### config.mk
export PLATFORM = sky130hd
export DESIGN_NAME = approx_mant_seqmul
export DESIGN_NICKNAME = d
export VERILOG_FILES = /design/src/rtl/bf16_approx_pkg.sv /design/src/rtl/prec_mask_decode.sv /design/src/rtl/approx_mant_seqmul.sv
export SDC_FILE = /design/constraint.sdc
export NUM_CORES = 1
export LEC_CHECK = 0
export CORE_ASPECT_RATIO = 1.25
export CORE_UTILIZATION = 35
export DETAILED_ROUTE_END_ITERATION = 8
export PLACE_DENSITY = 0.59
export RECOVER_POWER = 50
export SYNTH_ARGS = -nofsm -noshare
export SYNTH_HDL_FRONTEND = slang
export SYNTH_HIERARCHICAL = 1
export SYNTH_SLANG_ARGS = --single-unit
### constraint.sdc
create_clock -name clk -period 19.4 [get_ports clk]
set_input_delay 3.88 -clock clk [delete_from_list [all_inputs] [get_ports clk]]
set_output_delay 3.88 -clock clk [all_outputs]
set_load 0.005 [all_outputs]
### src/rtl/bf16_approx_pkg.sv
// Shared types and constants for the approximate BF16 multiplier datapath.
package bf16_approx_pkg;

  localparam int MANT_W       = 8;
  localparam int MASK_W       = 11;
  localparam int PROD_W       = 2 * MANT_W;
  localparam int BW_MIN       = 4;
  localparam int PROD_LSB_PAD = PROD_W - MASK_W;

  // Wide enough for N (up to MASK_W) and the iteration counter.
  localparam int CNT_W = 4;
  localparam int IDX_W = $clog2(MANT_W);

  typedef enum logic [1:0] {
    IDLE = 2'd0,
    RUN  = 2'd1,
    DONE = 2'd2
  } state_e;

endpackage

### src/rtl/prec_mask_decode.sv
// Decodes a product precision mask into kept-bit count N, iteration count
// and a clean thermometer mask with the BW_MIN floor applied.
module prec_mask_decode
  import bf16_approx_pkg::*;
(
  input  logic [MASK_W-1:0] mask,
  output logic [CNT_W-1:0]  n,
  output logic [CNT_W-1:0]  iter,
  output logic [MASK_W-1:0] mask_eff
);

  logic [CNT_W-1:0] lead;
  logic             in_run;

  // NOTE: every variable gets a default at the top of always_comb so no path
  // leaves it unassigned, which would otherwise infer a latch.
  always_comb begin
    lead   = '0;
    in_run = 1'b1;
    // Only the unbroken run of ones from the MSB counts; a zero ends it.
    for (int i = MASK_W - 1; i >= 0; i--) begin
      if (in_run && mask[i]) lead = lead + CNT_W'(1);
      else                   in_run = 1'b0;
    end
    n        = (lead < CNT_W'(BW_MIN)) ? CNT_W'(BW_MIN) : lead;
    iter     = (n > CNT_W'(MANT_W)) ? CNT_W'(MANT_W) : n;
    mask_eff = {MASK_W{1'b1}} << (CNT_W'(MASK_W) - n);
  end

endmodule

### src/rtl/approx_mant_seqmul.sv
// Precision-adaptive sequential significand multiplier: MSB-first radix-2
// shift-add whose iteration count shrinks with the requested precision.
module approx_mant_seqmul
  import bf16_approx_pkg::*;
(
  input  logic              clk,
  input  logic              rst,
  input  logic              in_valid,
  output logic              in_ready,
  input  logic [MANT_W-1:0] mant_a,
  input  logic [MANT_W-1:0] mant_b,
  input  logic [MASK_W-1:0] mask,
  output logic              out_valid,
  input  logic              out_ready,
  output logic [PROD_W-1:0] prod,
  output logic              busy
);

  state_e            state;
  logic [MANT_W-1:0] a_q;
  logic [MANT_W-1:0] b_q;
  logic [MASK_W-1:0] mask_q;
  logic [IDX_W-1:0]  idx;
  logic [CNT_W-1:0]  cnt;
  logic [PROD_W-1:0] acc;
  logic [PROD_W-1:0] acc_next;
  logic [PROD_W-1:0] partial;

  logic [CNT_W-1:0]  dec_n;
  logic [CNT_W-1:0]  dec_iter;
  logic [MASK_W-1:0] dec_mask_eff;

  prec_mask_decode u_decode (
    .mask     (mask),
    .n        (dec_n),
    .iter     (dec_iter),
    .mask_eff (dec_mask_eff)
  );

  assign in_ready = (state == IDLE);
  assign busy     = (state != IDLE);

  always_comb begin
    partial = '0;
    if (b_q[idx]) partial = PROD_W'(a_q) << idx;
    acc_next = acc + partial;
  end

  // NOTE: state registers use non-blocking assignments so every flop samples
  // pre-edge values regardless of statement order.
  always_ff @(posedge clk) begin
    if (rst) begin
      state     <= IDLE;
      a_q       <= '0;
      b_q       <= '0;
      mask_q    <= '0;
      idx       <= '0;
      cnt       <= '0;
      acc       <= '0;
      prod      <= '0;
      out_valid <= 1'b0;
    end else begin
      unique case (state)
        IDLE: begin
          if (in_valid) begin
            a_q    <= mant_a;
            b_q    <= mant_b;
            mask_q <= dec_mask_eff;
            cnt    <= dec_iter;
            idx    <= IDX_W'(MANT_W - 1);
            acc    <= '0;
            state  <= RUN;
          end
        end
        RUN: begin
          if (cnt == CNT_W'(1)) begin
            // The final partial product folds straight into the output register.
            prod      <= acc_next & {mask_q, {PROD_LSB_PAD{1'b0}}};
            out_valid <= 1'b1;
            state     <= DONE;
          end else begin
            acc <= acc_next;
            idx <= idx - IDX_W'(1);
            cnt <= cnt - CNT_W'(1);
          end
        end
        DONE: begin
          if (out_ready) begin
            out_valid <= 1'b0;
            state     <= IDLE;
          end
        end
        default: state <= IDLE;
      endcase
    end
  end

  // The decoder must always honour the minimum precision floor.
  assert property (@(posedge clk) disable iff (rst)
    (in_valid && in_ready) |-> (dec_n >= CNT_W'(BW_MIN)));

endmodule

Word-level counts from Yosys, hierarchy flattened

Index checks and enable logic that the tools add are counted.
W data, S select, Z words.

Output and inout bits: 19
Bits in registers: 69
Input bits: 31

Equality and inequality tests: 7
Shifts and indexed selects: 2
Muxes and demuxes: 42
Order comparisons: 3
Reductions and logical operators: 19
Bitwise gates (word level): 1
Add/sub/neg operators: 14

Operator list:

| kind                    | count |
|---|---|
| $mux W4                 | 14 |
| $mux W16                | 3 |
| $add A4 B1 Y4 const B   | 10 |
| $pmux W16 S2            | 1 |
| $add A16 B16 Y16        | 1 |
| $and A16 B16 Y16        | 1 |
| $shl A8 B3 Y16          | 1 |
| $mux W1                 | 14 |
| $shl A11 B4 Y11 const A | 1 |
| $logic_and A1 B1 Y1     | 10 |
| $reduce_and A3 Y1       | 3 |
| $ne A2 B2 Y1 const B    | 4 |
| $pmux W4 S2             | 1 |
| $mux W2                 | 3 |
| $mux W3                 | 2 |
| $pmux W2 S3             | 1 |
| $pmux W3 S2             | 1 |
| $reduce_bool A2 Y1      | 3 |
| $eq A4 B1 Y1 const B    | 1 |
| $gt A4 B4 Y1 const B    | 1 |
| $lt A3 B4 Y1 const B    | 1 |
| $lt A4 B3 Y1 const B    | 1 |
| $reduce_and A2 Y1       | 2 |
| $sub A4 B1 Y4 const B   | 1 |
| 7 further kinds         | 7 |

Logic depth before layout (Yosys ltp)

Depth in word-level cells: 27
Mapped depth: 32
Depth with buffers taken out: 31

By module

Netlist, hierarchy kept.

Modules (own cells, without submodules):

| module             | cells an instance | area an instance (sq um) | times used |
|---|---|---|---|
| approx_mant_seqmul | 454               | 3532.1                   | 1 |
| prec_mask_decode   | 120               | 822.0                    | 1 |

Worst setup path before layout

Ideal clock, no wire load.

Path type: in2reg
Start point: input mask[8]
End point: register mask_q[10]
Path buffers: 2
Cell stages on the path: 32
Data required time: 19268 ps
Setup slack: 10282 ps
Data arrival time: 8985 ps
Cells stage by stage: inv_1 a21boi_0 ha_1 o21a_1 ha_1 mux2_2 ha_1 nand2_1 a31oi_1 ha_1 nand2_1 nand2_1 ha_1 mux2i_1 o21ai_0 ha_1 nor3_1 nor2_1 ha_1 mux2i_1 a21oi_1 ha_1 and3b_1 o211ai_1 xor2_1 nand2_1 xnor2_1 buf_2 nand2_1 buf_4 nand2_1 a21oi_1

Word-level cells in the longest chain between the ends: 22
Elaborated cells on any way between the ends: 38
Classes of those cells: 9 x add/sub; 1 x order compare; 1 x shift; 18 x mux; 9 x reduce/logical

RTL lines:

| element                                              | line                     | text |
|---|---|---|
| start: declaration                                   | approx_mant_seqmul.sv:12 | `input logic [MASK_W-1:0] mask,` |
| $logic_and A1 B1 Y1 *                                | prec_mask_decode.sv:22   | `if (in_run && mask[i]) lead = lead + CNT_W'(1);` |
| $mux W4 or $mux W1 (tied branches)                   | prec_mask_decode.sv:22   |  |
| $add A4 B1 Y4 or $logic_and A1 B1 Y1 (tied branches) | prec_mask_decode.sv:22   |  |
| $mux W4 or $mux W1 (tied branches)                   | prec_mask_decode.sv:22   |  |
| $add A4 B1 Y4 or $logic_and A1 B1 Y1 (tied branches) | prec_mask_decode.sv:22   |  |
| $mux W4 or $mux W1 (tied branches)                   | prec_mask_decode.sv:22   |  |
| $add A4 B1 Y4 or $logic_and A1 B1 Y1 (tied branches) | prec_mask_decode.sv:22   |  |
| $mux W4 or $mux W1 (tied branches)                   | prec_mask_decode.sv:22   |  |
| [7 not listed]                                       | --                       |  |
| $mux W4 or $mux W1 (tied branches)                   | prec_mask_decode.sv:22   |  |
| $add A4 B1 Y4 or $logic_and A1 B1 Y1 (tied branches) | prec_mask_decode.sv:22   |  |
| $mux W4 *                                            | prec_mask_decode.sv:22   |  |
| $lt A4 B3 Y1                                         | prec_mask_decode.sv:25   | `n = (lead < CNT_W'(BW_MIN)) ? CNT_W'(BW_MIN) : lead;` |
| $mux W4 *                                            | prec_mask_decode.sv:25   |  |
| $sub A4 B4 Y4 *                                      | prec_mask_decode.sv:27   | `mask_eff = {MASK_W{1'b1}} << (CNT_W'(MASK_W) - n);` |
| $shl A11 B4 Y11 *                                    | prec_mask_decode.sv:27   |  |
| net dec_mask_eff[10]                                 | approx_mant_seqmul.sv:31 | `logic [MASK_W-1:0] dec_mask_eff;` |
| end signal: assignment                               | approx_mant_seqmul.sv:68 | `mask_q <= dec_mask_eff;` |
| end: declaration                                     | approx_mant_seqmul.sv:22 | `logic [MASK_W-1:0] mask_q;` |

The timed path passes the listed nets; every way through them passes the cells marked *.
A chain may end at the register's enable or synchronous reset.

Worst setup path after layout

Start point: input mask[8]
End point: register mask_q[6]

The elaborated chain is that of the path after synthesis.

==> impl_table.tex <==
\begin{tabular}{lr}
\hline
Metric & Value \\
\hline
\multicolumn{2}{l}{\textbf{Outcome}} \\
\quad Run status & finished with violations \\
\quad Failing checks & max-capacitance violations, max-slew violations \\
\multicolumn{2}{l}{\textbf{Setup path}} \\
\quad Launching element type of the critical path & primary input \\
\quad Startpoint of the lowest-slack register-to-register path & idx[0]\$\_SDFFE\_PP0P\_ \\
\quad Critical path class & primary input to flop \\
\quad Critical-path maximum fanout & 12 \\
\quad Crit. End Element & flop \\
\quad Slack of the worst reg-to-reg path & 15.41 ns \\
\quad Worst reg2reg path endpoint & prod[12]\$\_SDFFE\_PP0P\_ \\
\quad Cell with the most instances on the worst path & ha\_1 \\
\quad Standard cell with the maximum stage delay on the critical path & xnor2\_1 \\
\quad Delay of the slowest critical-path stage & 0.70 ns \\
\quad Data required time of the critical path & 19.63 ns \\
\quad Logic depth of the worst register-to-register path & 12 \\
\quad Count of buffering cells on the critical path with inverters included & 2 \\
\quad Cell family contributing the most delay on the critical path & adder cells \\
\quad Data arrival time of the worst path & 10.46 ns \\
\multicolumn{2}{l}{\textbf{Drt}} \\
\quad Detailed Routing Iterations Pass 1 & 4 \\
\quad Detailed-route wire length & 10,720 um \\
\quad Detail-routed net length per standard cell & 14.10 um \\
\quad Detailed-route vias per instance & 5.288 \\
\quad Number of design rule violations left after detail routing & 0 \\
\quad Routed vias & 4,019 \\
\quad Remaining number of nets flagged by the antenna check after routing & 0 \\
\quad DRT iter0 DRCs & 148 \\
\multicolumn{2}{l}{\textbf{Final layout}} \\
\quad NumNets Final & 651 \\
\quad Layout Cell Area excl Fill & 0.005082 mm2 \\
\quad Non-filler cells in the finished layout & 760 \\
\quad Proportion of layout cells with a drive suffix above 1 & 0.05872 \\
\quad Final core utilization & 0.4198 \\
\quad Synth-to-layout area growth & 17.43\% \\
\quad Antenna fix cells & 0 \\
\quad Most common library cell in the layout ignoring fill and taps & nand2\_1 \\
\quad Highest-count cells in the layout ignoring fill and taps & nand2\_1 (95), a21oi\_1 (65), dfxtp\_1 (64), nor2\_1 (51), clkdlybuf4s50\_1 (31) \\
\multicolumn{2}{l}{\textbf{Clock tree}} \\
\quad TritonCTS clock tree & built \\
\quad Clock edge transition at the registers on the reported setup and hold paths & 0.05 ns \\
\quad Buffer type at the clock tree root & clkbuf\_16 \\
\quad Post-cts hold buffer count & 0 \\
\quad Largest buffer count on any clock path & 2 \\
\quad Clk\_lat worst skew & 0.34 ns \\
\quad Clk sink count & 64 \\
\quad H-Tree Level Count & 3 \\
\quad Post-CTS Repair Setup Buffers & 0 \\
\quad Clock buffers created by TritonCTS & 9 \\
\quad Number of instances resized during post-cts repair & 0 \\
\multicolumn{2}{l}{\textbf{Synth}} \\
\quad Synthesized cell area & 0.004328 mm2 \\
\quad Post-Syn Area per Cell & 7.593 um2 \\
\quad Number of instances in the synthesized netlist & 570 \\
\quad Yosys Warn Count & 6 \\
\multicolumn{2}{l}{\textbf{GRT}} \\
\quad Total GRT Usage & 0.1777 \\
\quad Wire length of the first global-routing pass & 17,990 um \\
\quad Via count of the first global-routing pass & 3,867 \\
\quad Global route total overflow & 0 \\
\quad Initial antenna violation count & 0 \\
\quad Largest net degree at the start of global routing & 59 \\
\multicolumn{2}{l}{\textbf{Floorplan}} \\
\quad Vertical die dimension & 126.3 um \\
\quad Die Area & 0.01282 mm2 \\
\quad Starting density of the core & 0.3575 \\
\quad \# rows & 45 \\
\quad Placeable core region & 0.01211 mm2 \\
\quad Ports placed on the boundary & 50 \\
\quad Die Wd & 101.5 um \\
\multicolumn{2}{l}{\textbf{STA}} \\
\quad Period minus WS final & 10.22 ns \\
\quad Total negative setup slack & 0 ns \\
\quad Final-report hold violation count & 0 \\
\quad Min Hold Slack & 0.4518 ns \\
\quad Final Slew Violations & 59 \\
\quad Setup-violating endpoint count in the final report & 0 \\
\quad Setup Skew & 0.004709 ns \\
\quad Worst-margin pin slew & 2.686 ns \\
\quad Final setup margin & 9.178 ns \\
\quad Maximum clock frequency & 97.83 MHz \\
\quad Share of the cycle needed by the critical path after routing & 0.5269 \\
\quad Max-slew headroom at the worst pin & -0.7910 \\
\quad Setup repair after global routing missed its margin & no \\
\multicolumn{2}{l}{\textbf{Place}} \\
\quad Routability congestion estimate & 0.8197 \\
\quad Placed Cells & 746 \\
\quad Total placed instance area & 0.004808 mm2 \\
\quad Post-placement worst setup slack & 8.879 ns \\
\quad HPWL after DPL & 7801 um \\
\quad Number of buffers added on ports & 44 \\
\multicolumn{2}{l}{\textbf{Power}} \\
\quad Static Leak & 2.075 nW \\
\quad Final total power & 357.0 uW \\
\quad Maximum resistive drop on vdd & 40.00 uV \\
\quad Sw frac & 0.2740 \\
\quad P per Cell Area & 70.25 mW/mm2 \\
\quad Portion of total power attributed to combinational logic & 0.159 \\
\quad Register share of total power & 0.405 \\
\quad Clock network fraction of design power & 0.436 \\
\quad Cell internal pwr & 259.2 uW \\
\quad Switching power total & 97.83 uW \\
\multicolumn{2}{l}{\textbf{Run}} \\
\quad Max-capacitance violation count & 1 \\
\multicolumn{2}{l}{\textbf{Hold path}} \\
\quad Cell depth of the worst hold path & 2 \\
\quad Path category of the worst min-delay check & flop to flop \\
\quad Min-Delay Endpoint & prod[7]\$\_SDFFE\_PP0P\_ \\
\quad Hold Startpoint & prod[7]\$\_SDFFE\_PP0P\_ \\
\hline
\end{tabular}
worst max path at each step:
stage,slack (ns),from,to,cells after the start
finish,9.18,mask[8],mask_q[6]$_SDFFE_PP0P_,32
global route,8.69,mask[8],mask_q[6]$_SDFFE_PP0P_,32
CTS,9.21,mask[8],mask_q[6]$_SDFFE_PP0P_,32
detailed placement,8.88,mask[8],mask_q[6]$_SDFFE_PP0P_,32
global placement,9.18,mask[8],mask_q[6]$_SDFFE_PP0P_,32
floorplan,10.29,mask[8],mask_q[10]$_SDFFE_PP0P_,32
registers in the layout, indices dropped and copies added, names as in the netlist:
register / cells
idx: 3
a_q: 8
cnt: 4
out_valid: 1
mask_q: 11
b_q: 8
state: 2
prod: 11
acc: 16
cell type report:
cell class | count | area (um2)
clock inverters | 3 | 45.04
repair buffers | 45 | 439.2
inverters | 23 | 88.84
multi-input cells | 450 | 2790
clock buffers | 11 | 232.7
well taps | 164 | 205.2
fillers | 1242 | 7023
flip-flops and latches | 64 | 1281
worst min-delay path, stage by stage (launching register included):
cell and delay [ns]:
dfxtp_1 0.30, nand2_1 0.05, a21oi_1 0.05
routing by layer:
layer	GRT usage	share of wire	wire (um)	up-vias
met5	0	0	0	-
met4	0.07843	0.024	261	0
met3	0.03636	0.037	399	20
met2	0.3173	0.51	5440	74
met1	0.2010	0.43	4617	1864
li1	-	-	-	2061
power by group through the flow:
stage / registers (mW) / clock network, mW / logic, mW
3_3_place_gp: 0.147 / 0 / 0.0557
2_1_floorplan: 0.142 / 0 / 0.0444
5_1_grt: 0.146 / 0.164 / 0.0637
4_1_cts: 0.144 / 0.159 / 0.0573
6_report: 0.144 / 0.156 / 0.0569
3_5_place_dp: 0.147 / 0 / 0.0571
Power figures use the tool's default switching activity.
